$ cat config.mk
export PLATFORM = sky130hd
export DESIGN_NAME = control_unit
export DESIGN_NICKNAME = d
export VERILOG_FILES = /design/src/rtl/cpu_pkg.sv /design/src/rtl/control_unit.sv
export SDC_FILE = /design/constraint.sdc
export NUM_CORES = 1
export LEC_CHECK = 0
export CORE_MARGIN = 10
export CORE_UTILIZATION = 35
export CTS_BUF_LIST = sky130_fd_sc_hd__clkbuf_8
export CTS_CLUSTER_DIAMETER = 40
export DETAILED_ROUTE_END_ITERATION = 7
export MAX_ROUTING_LAYER = met4
export PLACE_DENSITY_LB_ADDON = 0.3
export REMOVE_ABC_BUFFERS = 1
export SYNTH_ARGS = -nofsm -noshare
export SYNTH_HDL_FRONTEND = slang
export SYNTH_SLANG_ARGS = --single-unit
$ cat constraint.sdc
create_clock -name clk -period 2.1 [get_ports clk]
set_input_delay 0.525 -clock clk [delete_from_list [all_inputs] [get_ports clk]]
set_output_delay 0.525 -clock clk [all_outputs]
set_load 0.005 [all_outputs]
$ cat src/rtl/cpu_pkg.sv
// Shared CPU definitions: opcode constants, control FSM state enumeration
// and pc_src encodings. Used by the control unit, the datapath and ALU decode.
package cpu_pkg;

  localparam logic [3:0] OP_ADD  = 4'h0;
  localparam logic [3:0] OP_SUB  = 4'h1;
  localparam logic [3:0] OP_AND  = 4'h2;
  localparam logic [3:0] OP_OR   = 4'h3;
  localparam logic [3:0] OP_LW   = 4'h4;
  localparam logic [3:0] OP_SW   = 4'h5;
  localparam logic [3:0] OP_BEQ  = 4'h6;
  localparam logic [3:0] OP_JMP  = 4'h7;
  localparam logic [3:0] OP_HALT = 4'hF;

  // Next-PC source select
  localparam logic [1:0] PC_SRC_SEQ    = 2'b00;  // PC + 2
  localparam logic [1:0] PC_SRC_BRANCH = 2'b01;  // branch target
  localparam logic [1:0] PC_SRC_JUMP   = 2'b10;  // jump target

  typedef enum logic [2:0] {
    S_FETCH  = 3'd0,
    S_DECODE = 3'd1,
    S_EXEC   = 3'd2,
    S_MEM    = 3'd3,
    S_WB     = 3'd4,
    S_HALT   = 3'd5
  } state_t;

endpackage

$ cat src/rtl/control_unit.sv
// Multi-cycle CPU control unit.
// Sequences each instruction through FETCH, DECODE, EXEC, MEM, WB (or HALT)
// and drives the datapath strobes/selects for every cycle.
//
// Ports
//   clk, rst_n     : clock (rising edge), asynchronous active-low reset
//   opcode         : instr[15:12] from the instruction register
//   zero           : ALU zero flag (BEQ decision)
//   mem_ready      : memory access completes this cycle
//   mem_read, mem_write, ir_write, pc_write, reg_write, mem_to_reg, alu_src
//                  : datapath strobes and selects
//   pc_src         : next-PC select (cpu_pkg PC_SRC_*)
//   alu_op         : ALU operation request to ALU decode
//   halted, illegal: status flags (sticky until reset)
//   retired        : retired-instruction count, wraps
//   state          : current FSM state (debug visibility)
//
// Memory handshake: mem_ready is a completion strobe. A request
// (mem_read or mem_write) stays asserted every cycle until the cycle in
// which mem_ready=1; that cycle completes the access and the FSM advances.
// mem_ready is ignored in cycles with no request.
module control_unit
  import cpu_pkg::*;
#(
  parameter int OP_W  = 4,
  parameter int CNT_W = 16
) (
  input  logic             clk,
  input  logic             rst_n,
  input  logic [OP_W-1:0]  opcode,
  input  logic             zero,
  input  logic             mem_ready,
  output logic             mem_read,
  output logic             mem_write,
  output logic             ir_write,
  output logic             pc_write,
  output logic             reg_write,
  output logic             mem_to_reg,
  output logic             alu_src,
  output logic [1:0]       pc_src,
  output logic [OP_W-1:0]  alu_op,
  output logic             halted,
  output logic             illegal,
  output logic [CNT_W-1:0] retired,
  output state_t           state
);

  state_t            state_q, state_d;
  logic [OP_W-1:0]   op_q;
  logic              illegal_q, halted_q;
  logic [CNT_W-1:0]  retired_q;
  logic              retire, set_illegal, set_halt;

  function automatic logic is_legal(input logic [OP_W-1:0] op);
    is_legal = (op == OP_W'(OP_HALT)) || (op <= OP_W'(OP_JMP));
  endfunction

  always_comb begin
    state_d     = state_q;
    mem_read    = 1'b0;
    mem_write   = 1'b0;
    ir_write    = 1'b0;
    pc_write    = 1'b0;
    reg_write   = 1'b0;
    mem_to_reg  = 1'b0;
    alu_src     = 1'b0;
    pc_src      = PC_SRC_SEQ;
    alu_op      = '0;
    retire      = 1'b0;
    set_illegal = 1'b0;
    set_halt    = 1'b0;

    case (state_q)
      S_FETCH: begin
        mem_read = 1'b1;
        if (mem_ready) begin
          ir_write = 1'b1;
          pc_write = 1'b1;
          pc_src   = PC_SRC_SEQ;
          state_d  = S_DECODE;
        end
      end
      // Decision uses the live IR opcode; later states use op_q.
      S_DECODE: begin
        if (opcode == OP_W'(OP_HALT)) begin
          set_halt = 1'b1;
          state_d  = S_HALT;
        end else if (!is_legal(opcode)) begin
          set_illegal = 1'b1;
          state_d     = S_FETCH;
        end else begin
          state_d = S_EXEC;
        end
      end
      S_EXEC: begin
        case (op_q)
          OP_W'(OP_ADD), OP_W'(OP_SUB), OP_W'(OP_AND), OP_W'(OP_OR): begin
            alu_op  = op_q;
            state_d = S_WB;
          end
          OP_W'(OP_LW), OP_W'(OP_SW): begin
            alu_src = 1'b1;
            state_d = S_MEM;
          end
          OP_W'(OP_BEQ): begin
            alu_op   = OP_W'(OP_SUB);
            pc_write = zero;
            pc_src   = PC_SRC_BRANCH;
            retire   = 1'b1;
            state_d  = S_FETCH;
          end
          OP_W'(OP_JMP): begin
            pc_write = 1'b1;
            pc_src   = PC_SRC_JUMP;
            retire   = 1'b1;
            state_d  = S_FETCH;
          end
          default: state_d = S_FETCH;
        endcase
      end
      S_MEM: begin
        if (op_q == OP_W'(OP_SW)) begin
          mem_write = 1'b1;
          if (mem_ready) begin
            retire  = 1'b1;
            state_d = S_FETCH;
          end
        end else begin
          mem_read = 1'b1;
          if (mem_ready) state_d = S_WB;
        end
      end
      S_WB: begin
        reg_write  = 1'b1;
        mem_to_reg = (op_q == OP_W'(OP_LW));
        retire     = 1'b1;
        state_d    = S_FETCH;
      end
      S_HALT: state_d = S_HALT;
      default: state_d = S_FETCH;
    endcase

    // Strobes are forced off for as long as reset is held, independent of clk.
    if (!rst_n) begin
      mem_read    = 1'b0;
      mem_write   = 1'b0;
      ir_write    = 1'b0;
      pc_write    = 1'b0;
      reg_write   = 1'b0;
      mem_to_reg  = 1'b0;
      alu_src     = 1'b0;
      pc_src      = PC_SRC_SEQ;
      alu_op      = '0;
      retire      = 1'b0;
      set_illegal = 1'b0;
      set_halt    = 1'b0;
    end
  end

  always_ff @(posedge clk or negedge rst_n) begin
    if (!rst_n) begin
      state_q   <= S_FETCH;
      op_q      <= '0;
      illegal_q <= 1'b0;
      halted_q  <= 1'b0;
      retired_q <= '0;
    end else begin
      state_q <= state_d;
      if (state_q == S_DECODE) op_q <= opcode;
      if (set_illegal) illegal_q <= 1'b1;
      if (set_halt) halted_q <= 1'b1;
      if (retire) retired_q <= retired_q + CNT_W'(1);
    end
  end

  assign halted  = halted_q;
  assign illegal = illegal_q;
  assign retired = retired_q;
  assign state   = state_q;

endmodule
[Word-level counts from Yosys, hierarchy flattened]
Index checks and enable logic that the tools add are counted.
Cells by class
  add/subtract/negate cells: 1
  magnitude comparators: 1
  equality and inequality tests: 15
  muxes and demuxes: 44
  reduce and logical (&&, ||, !) cells: 7
Operator list (count)
  $mux W1: 26
  $add A16 B1 Y16 const B: 1
  $eq A4 B3 Y1 const B: 4
  $mux W3: 5
  $pmux W3 S5: 1
  $eq A4 B2 Y1 const B: 2
  $mux W4: 2
  $pmux W4 S2: 1
  $eq A3 B2 Y1 const B: 2
  $eq A3 B3 Y1 const B: 2
  $mux W2: 3
  $pmux W1 S2: 3
  $pmux W3 S2: 1
  $eq A4 B1 Y1 const B: 1
  $eq A4 B4 Y1 const B: 1
  $le A4 B3 Y1 const B: 1
  $logic_not A4 Y1: 1
  $ne A2 B2 Y1 const B: 2
  $pmux W2 S2: 1
  $reduce_or A2 Y1: 2
  $reduce_or A4 Y1: 1
  $eq A3 B1 Y1 const B: 1
  $logic_not A3 Y1: 1
  $pmux W1 S3: 1
  other kinds (2): 2
Word-level totals
  register bits after elaboration: 25
  input port bits: 8
  output and inout port bits: 34
  logic and storage cells: 73

[Longest topological paths before layout]
Gate-level depths: netlist (run 1).
  depth in word-level cells: 6
  mapped depth: 7

[Worst setup path before layout (run 1)]
OpenSTA, ideal clock, no wires.
  path kind: input to register
  start point: input rst_n
  end point: register retired_q[1] (netlist: retired[1])
  data arrival time: 1.712 ns
  data required time: 1.975 ns
  slack: 0.263 ns
  stages on the path: 5
  buffers on the path: 1
  cell sequence: and4bb_1 -> and3_1 -> a211oi_4 -> buf_6 -> mux2_2
Between the ends
  word-level cells in the longest chain between the ends: 1
RTL lines
  start, declared: RTL line control_unit.sv:29  | input logic rst_n,
  $mux W1: RTL line control_unit.sv:144  | if (!rst_n) begin
  end signal, assigned: RTL line control_unit.sv:172  | if (retire) retired_q <= retired_q + CNT_W'(1);
  end, declared: RTL line control_unit.sv:51  | logic [CNT_W-1:0] retired_q;
Every way passes these cells.
A chain may end at the register's enable or synchronous reset.

[Final worst setup path (run 1)]
  start point: register state_q[0] (netlist: state[0])
  end point: output alu_src
Between the ends
  word-level cells in the longest chain between the ends: 3
RTL lines
  start, declared: RTL line control_unit.sv:48  | state_t state_q, state_d;
  start signal, assigned: RTL line control_unit.sv:168  | state_q <= state_d;
  $eq A3 B2 Y1: RTL line control_unit.sv:73  | case (state_q)
  $mux W1: RTL line control_unit.sv:73
  $mux W1: RTL line control_unit.sv:144
  end, declared: RTL line control_unit.sv:39  | output logic alu_src,
Every way passes these cells.

==> results of run 1 <==
[cells by family after synthesis]
group | Yosys count
buffers and inverters | 8
flip-flops | 25
XOR/XNOR | 15
AO/OA/AOI/OAI | 11
adder cells (fa/ha/maj) | 1
AND/OR/NAND/NOR | 58
other | 1
multiplexers | 7
[synthesized netlist by cell type, types with 3 or more instances]
cell      count
xnor2_1       4
o21ai_0       4
nand3_1       5
nand2b_1      6
nor2_1        3
xor2_1       11
nor2b_1       5
buf_6         3
nor3_1        9
mux2_2        6
nand2_1       8
dfrtp_1      25
[timing repair]
| action | in CTS | in global routing |
|---|---|---|
| gates resized for setup | 27 | 13 |
| gates cloned | 0 | 0 |
| hold buffers | 0 | 0 |
| setup endpoints to repair | 20 | 9 |
| pin swaps | 3 | 5 |
| setup buffers | 4 | 2 |
| hold endpoints to repair | 0 | 0 |
[worst paths after layout]
check	end	slack (ps)
worst max register to register	retired[5]$_DFFE_PN0P_	160
max in group asynchronous	op_q[2]$_DFFE_PN0P_	1310
worst min-delay path	halted$_DFFE_PN0P_	470
worst max-delay path	alu_src	80
min in group asynchronous	state[1]$_DFFE_PN0P_	530
worst min register to register	halted$_DFFE_PN0P_	470
[power breakdown]
part | total [mW] | switching [mW] | internal [mW]
sequential | 0.718 | 0.126 | 0.592
clock | 0.285 | 0.151 | 0.134
combinational | 0.932 | 0.374 | 0.559
[metal layers]
metal	routed length, um	part of all wire	up-vias
met4	0	0	0
met3	215	0.060	0
met5	0	0	-
li1	-	-	560
met2	1740	0.48	31
met1	1660	0.46	580
[worst register-to-register path: stages (launching register included)]
cell and delay, ps:
dfrtp_1 420, nand2b_4 160, buf_4 130, nor3b_2 180, buf_4 140, buf_4 110
a211oi_4 40, buf_12 160, buf_4 140, nor3_1 230, xor2_1 160
[cells in the final DEF (no fill, tap or decap), drive strengths merged]
cell           synthesis  layout
and4bb                 1       1
and3                   1       1
buf                    5      24
conb                   1       2
nor2b                  5       5
clkdlybuf4s50          0      26
and3b                  1       1
a31o                   2       2
clkbuf                 1       8
xnor2                  4       4
nor4b                  2       2
nand4b                 1       1
xor2                  11      11
mux2                   6       6
nor4                   4       4
and4                   2       2
nand3                  5       5
clkdlybuf4s15          0       3
nor3b                  4       4
o31a                   1       1
nand4bb                1       1
mux2i                  1       1
o21ai                  4       4
dfrtp                 25      25
a21oi                  1       1
or4                    1       1
dlygate4sd2            0       4
or2                    1       1
a21o                   1       1
clkinvlp               0       1
a211oi                 1       1
nand2                  9       9
ha                     1       1
nor2                   3       3
a31oi                  1       1
nor3                  10      10
nand2b                 6       6
inv                    2       2
and2                   1       1
[per-stage QoR]
step,cell area (um^2),util
after floorplan,1370,-
after global placement,1970,0.495
after detailed placement,1970,0.495
after CTS,2060,0.519
after global routing,2060,0.519
final,2060,0.519
[area by class of cell]
type / count / area, um^2 / share of cell area
multi-input cells: 94 / 772 / 0.375
flip-flops and latches: 25 / 628 / 0.305
repair buffers: 62 / 542 / 0.263
well taps: 50 / 62.6 / 0.0304
clock buffers: 3 / 41.3 / 0.0200
clock inverters: 1 / 7.51 / 0.00364
inverters: 2 / 7.51 / 0.00364
[flip-flops by register name (all words and copies together), names as in the netlist]
signal and cells:
retired 16, op_q 4, state 3, halted 1, illegal 1
==> results by group, run 1 <==
Run status
  • Outcome: finished, final reports clean

Placed design
  • Inst Count DP: about 230
  • Pre-CTS setup slack: -633 ps
  • Dpl hpwl: 2720 um
  • Placer Congestion: ~0.83
  • Port buffer count: 39

Clock tree
  • Later-pin clock latency in the skew report: between 200 and 300 ps
  • Worst-path clk slew: about 90 ps
  • Htree depth: 1
  • Root Buffer: clkbuf_8
  • Number of CTS-inserted buffers: 3
  • Buffer levels on the longest clock path: 2
  • CTS tree: built
  • Clock Sinks: 25

Logic synthesis
  • Largest family of logic cells by synthesized area: simple AND/OR/NAND/NOR gates
  • Ys flop type: dfrtp_1
  • Mapped Area: around 1400 um^2
  • EDFF count, synth: 0
  • Distinct cells, synth: 43
  • Post-synthesis mux area share: 0.0546
  • Simple-gate portion of the synthesized area: 0.299
  • Warnings from Yosys: 0
  • Synth Area in Compound Gates: 0.0599
  • Post-synthesis sequential area ratio: 0.440
  • XOR/XNOR Fraction of Synth Area: 0.0924
  • Synth area leaders: dfrtp_1, xor2_1, mux2_2
  • Top cell type's share of synthesized area: 0.440
  • Syn Inst Count: about 130
  • Cell accounting for the most synthesized area: dfrtp_1
  • Ys async rst share: 1.00
  • Avg Cell Area, Syn: roughly 11 um^2
  • Post-synthesis register bit count: 25
  • Adder-cell area share of the yosys netlist: 0.00880

Floorplanning
  • Area of the core: a little under 4000 um^2
  • Rows: 23
  • Die area: 7010 um^2
  • IO Pins: between 40 and 50
  • DIE WIDTH: 83.7 um
  • Die span in y: approximately 84 um
  • Initial Util: 0.358

Setup path
  • Worst Setup End Kind: output port
  • Critical path class: flop to output port
  • Crit path DAT: 1490 ps
  • CP required: 1570 ps
  • R2R cell count: 10
  • Max FO, Critical Path: 5
  • Slowest stage delay, CP: about 420 ps
  • R2R Path Start: state[0]$_DFFE_PN0P_
  • Cell family with most CP delay: simple AND/OR/NAND/NOR gates
  • Crit path launch type: flop
  • Crit path depth: 4
  • Slowest-stage cell, CP: dfrtp_1
  • CP cell instances: nand2b_4 -> or2_2 -> nor2_2 -> clkdlybuf4s15_1
  • CP Launch Point: state[0]$_DFFE_PN0P_
  • WP buf/inv: 1

Timing
  • Fin. Hold Viols: 0
  • Min Hold Slack: ~470 ps
  • Slew margin rel.: 0.665
  • RSZ-0062 raised after global routing: yes
  • Setup_tns: 0 ps
  • Setup-failing EPs final: 0
  • Worst Tran Pin Value: around 500 ps
  • Final period utilization: 0.962
  • Final worst slack: between 80 and 90 ps
  • Clock Skews: 4.69 ps
  • Final Max Slew Viols: 0
  • Period minus WS final: 2020 ps
  • Fmax: between 400 and 500 MHz

Power and ir drop
  • Peak supply drop: 537 uV
  • Pwr Density: roughly 940 nW/um^2
  • Lkg Pwr: between 0.9 and 1 nW
  • Power Total: around 1.9 mW

Drt
  • Residual DRC: 0
  • Via density: 4.94
  • Pre-Repair DR Iteration Count: 4
  • Routed Antenna Nets: 0
  • Vias: 1,171
  • Final WL: approximately 3600 um
  • DR WL/cell: approximately 15 um
  • Detailed Route Iter0 Violations: 37

GRT
  • First-pass GRT wire length: 6300 um
  • Number of global-route vias before repair: roughly 1.3k
  • Met1 usage: 0.127
  • Total gr overflow: 0
  • Largest net degree at the start of global routing: 28
  • GR peak layer: met2
  • Met3 Use GR: 0.0322
  • Initial antenna violation count: 0
  • Met2 GRT Util: 0.173
  • Global Route Usage Sum: 0.106

Min path
  • Hold depth: 1
  • Hold Path Class: flop to flop
  • Hold path startpoint: halted$_DFFE_PN0P_

Cells and area
  • Final cell count without fillers: around 240
  • Diode count: 0
  • Share of cells above drive strength 1: 0.337
  • Fin nets: around 200
  • Layout fillers: 371
  • Post-synthesis to final-layout area growth: 45.0%

Job
  • MaxCap Viol Count: 0
(Power assumes the default switching activity.)
==> inputs of run 2 (changes only) <==
--- a/config.mk
+++ b/config.mk
@@ -5,10 +5,10 @@
 export SDC_FILE = /design/constraint.sdc
 export NUM_CORES = 1
 export LEC_CHECK = 0
+export CORE_ASPECT_RATIO = 1.4
 export CORE_MARGIN = 10
 export CORE_UTILIZATION = 35
 export CTS_BUF_LIST = sky130_fd_sc_hd__clkbuf_8
-export CTS_CLUSTER_DIAMETER = 40
 export DETAILED_ROUTE_END_ITERATION = 7
 export MAX_ROUTING_LAYER = met4
 export PLACE_DENSITY_LB_ADDON = 0.3
==> run 2 against run 1 <==
Against the previous run:
- hold slack worse by 160 ps
- non-clock buffer count fell by 4
- maximum frequency is essentially flat
- total power down 1.8%
- via count fell by 0.43%
- global-route usage increased by 0.45 points
- clock skew fell by 1.6 ps
- critical path depth increased by 2
- sequential power about the same
- flip-flop and latch count unchanged
==> results by group, run 2 (synthesis gave the netlist of run 1 again) <==
Floorplanning
  • Die area: 7050 um^2 (was 7010 um^2)
  • Initial Util: 0.363 (was 0.358)
  • Die span in y: 95.4 um (was 83.7 um)
  • DIE WIDTH: 73.9 um (was 83.7 um)
  • Area of the core: 3920 um^2 (was 3970 um^2)
  • IO Pins: 42 (unchanged)
  • Rows: 27 (was 23)

Placed design
  • Placer Congestion: 0.867 (was 0.825)
  • Port buffer count: 39 (unchanged)
  • Dpl hpwl: 2840 um (was 2720 um)
  • Pre-CTS setup slack: -594 ps (was -633 ps)

Setup path
  • Worst Setup End Kind: output port (unchanged)
  • Max FO, Critical Path: 4 (was 5)
  • CP required: 1570 ps (about the same)
  • Crit path launch type: input pin (was flop)
  • Crit path DAT: 1500 ps (was 1490 ps)
  • Critical path class: input pin to output port (was flop to output port)

Timing
  • Fmax: 495 MHz (about the same)
  • Final worst slack: 79.5 ps (was 80.8 ps)
  • Min Hold Slack: 311 ps (was 474 ps)
  • Setup_tns: 0 ps (unchanged)
  • Setup-failing EPs final: 0 (unchanged)
  • Fin. Hold Viols: 0 (unchanged)
  • RSZ-0062 raised after global routing: yes (unchanged)
  • Final Max Slew Viols: 0 (unchanged)
  • Period minus WS final: 2020 ps (about the same)
  • Clock Skews: 3.08 ps (was 4.69 ps)
  • Final period utilization: 0.962 (about the same)

Run status
  • Outcome: finished, final reports clean (unchanged)

Min path
  • Hold Path Class: input pin to asynchronous set/reset pin (was flop to flop)

Clock tree
  • Buffer levels on the longest clock path: 2 (unchanged)
  • Number of CTS-inserted buffers: 3 (unchanged)
  • Later-pin clock latency in the skew report: 260 ps (about the same)
  • Clock Sinks: 25 (unchanged)
  • CTS tree: built (unchanged)
  • Root Buffer: clkbuf_8 (unchanged)
  • Worst-path clk slew: 80 ps (was 90 ps)
  • Htree depth: 1 (unchanged)
  • Hold Buf Count CTS: 0 (unchanged)

Cells and area
  • Layout fillers: 372 (was 371)
  • Fin nets: 193 (was 197)
  • Seq. cell area: 628 um^2 (unchanged)
  • Area of the multi-input gates: 781 um^2 (was 772 um^2)
  • Share of cells above drive strength 1: 0.317 (was 0.337)
  • Max reg flops: 16 (unchanged)
  • Post-synthesis to final-layout area growth: 43.3% (was 45.0%)
  • Layout Utilization: 0.520 (was 0.519)
  • Commonest cells after routing, fill and taps aside: clkdlybuf4s50_1, dfrtp_1, buf_4 (unchanged)
  • Diode count: 0 (unchanged)
  • Commonest non-fill, non-tap cell in the layout: clkdlybuf4s50_1 (unchanged)

GRT
  • Largest net degree at the start of global routing: 26 (was 28)
  • Global Route Usage Sum: 0.111 (was 0.106)
  • Number of global-route vias before repair: 1,280 (was 1,303)
  • Initial antenna violation count: 0 (unchanged)
  • Total gr overflow: 0 (unchanged)
  • First-pass GRT wire length: 6230 um (was 6300 um)

Drt
  • Pre-Repair DR Iteration Count: 4 (unchanged)
  • Via density: 5.16 (was 4.94)
  • Routed Antenna Nets: 0 (unchanged)
  • DR WL/cell: 16.6 um (was 15.2 um)
  • Vias: 1,166 (was 1,171)
  • Detailed Route Iter0 Violations: 23 (was 37)
  • Residual DRC: 0 (unchanged)
  • Final WL: 3740 um (was 3610 um)

Power and ir drop
  • Peak supply drop: 727 uV (was 537 uV)
  • Pwr Density: 933 nW/um^2 (was 939 nW/um^2)
  • Lkg Pwr: 0.944 nW (was 0.955 nW)

Job
  • MaxCap Viol Count: 0 (unchanged)
## run 2: worst paths after layout
check | cells past startpoint | slack, ps | to | startpoint
setup / recovery | 6 | 80 | reg_write | rst_n
hold / removal | 2 | 310 | retired[15]$_DFFE_PN0P_ | rst_n
setup reg to reg | 7 | 150 | retired[10]$_DFFE_PN0P_ | op_q[1]$_DFFE_PN0P_
hold reg to reg | 1 | 470 | retired[15]$_DFFE_PN0P_ | retired[15]$_DFFE_PN0P_
max in group asynchronous | 2 | 1430 | op_q[2]$_DFFE_PN0P_ | rst_n
min in group clk | 1 | 470 | retired[15]$_DFFE_PN0P_ | retired[15]$_DFFE_PN0P_
## run 2: where the power goes
group	switching (mW)	internal [mW]	leakage (nW)	total, mW
sequential	0.128	0.592	0.321	0.720
clock	0.142	0.130	0.0269	0.273
combinational	0.370	0.538	0.596	0.908
## run 2: metrics by stage
step	instance area (um^2)	instances	power, mW
floorplan	1370	121	1.12
global placement	1930	217	1.53
detailed placement	1930	217	1.55
CTS	2020	226	1.88
global route	2040	226	2.04
finish	2040	226	1.90
## run 2: final cells by class
class / instances / share of cell area
clock buffers: 3 / 0.0203
repair buffers: 58 / 0.256
well taps: 43 / 0.0264
multi-input cells: 94 / 0.383
clock inverters: 1 / 0.00184
inverters: 2 / 0.00369
flip-flops and latches: 25 / 0.308
## run 2: metal layers
| layer | track usage | up-vias | share of wire |
|---|---|---|---|
| li1 | - | 554 | - |
| met1 | 0.127 | 574 | 0.42 |
| met2 | 0.185 | 36 | 0.50 |
| met3 | 0.0333 | 2 | 0.072 |
| met4 | 0.0234 | 0 | 0.0045 |
| met5 | - | - | 0 |
## run 2: timing repair
action | CTS | global route
resized for setup | 22 | 18
setup buffers | 5 | 0
pin swaps | 3 | 2
setup endpoints to repair | 20 | 10
## run 2: critical path: stages
cell             delay [ps]
clkdlybuf4s15_2         230
nand2b_4                 60
buf_4                   140
nor3b_4                 200
buf_6                   130
clkdlybuf4s15_1         200
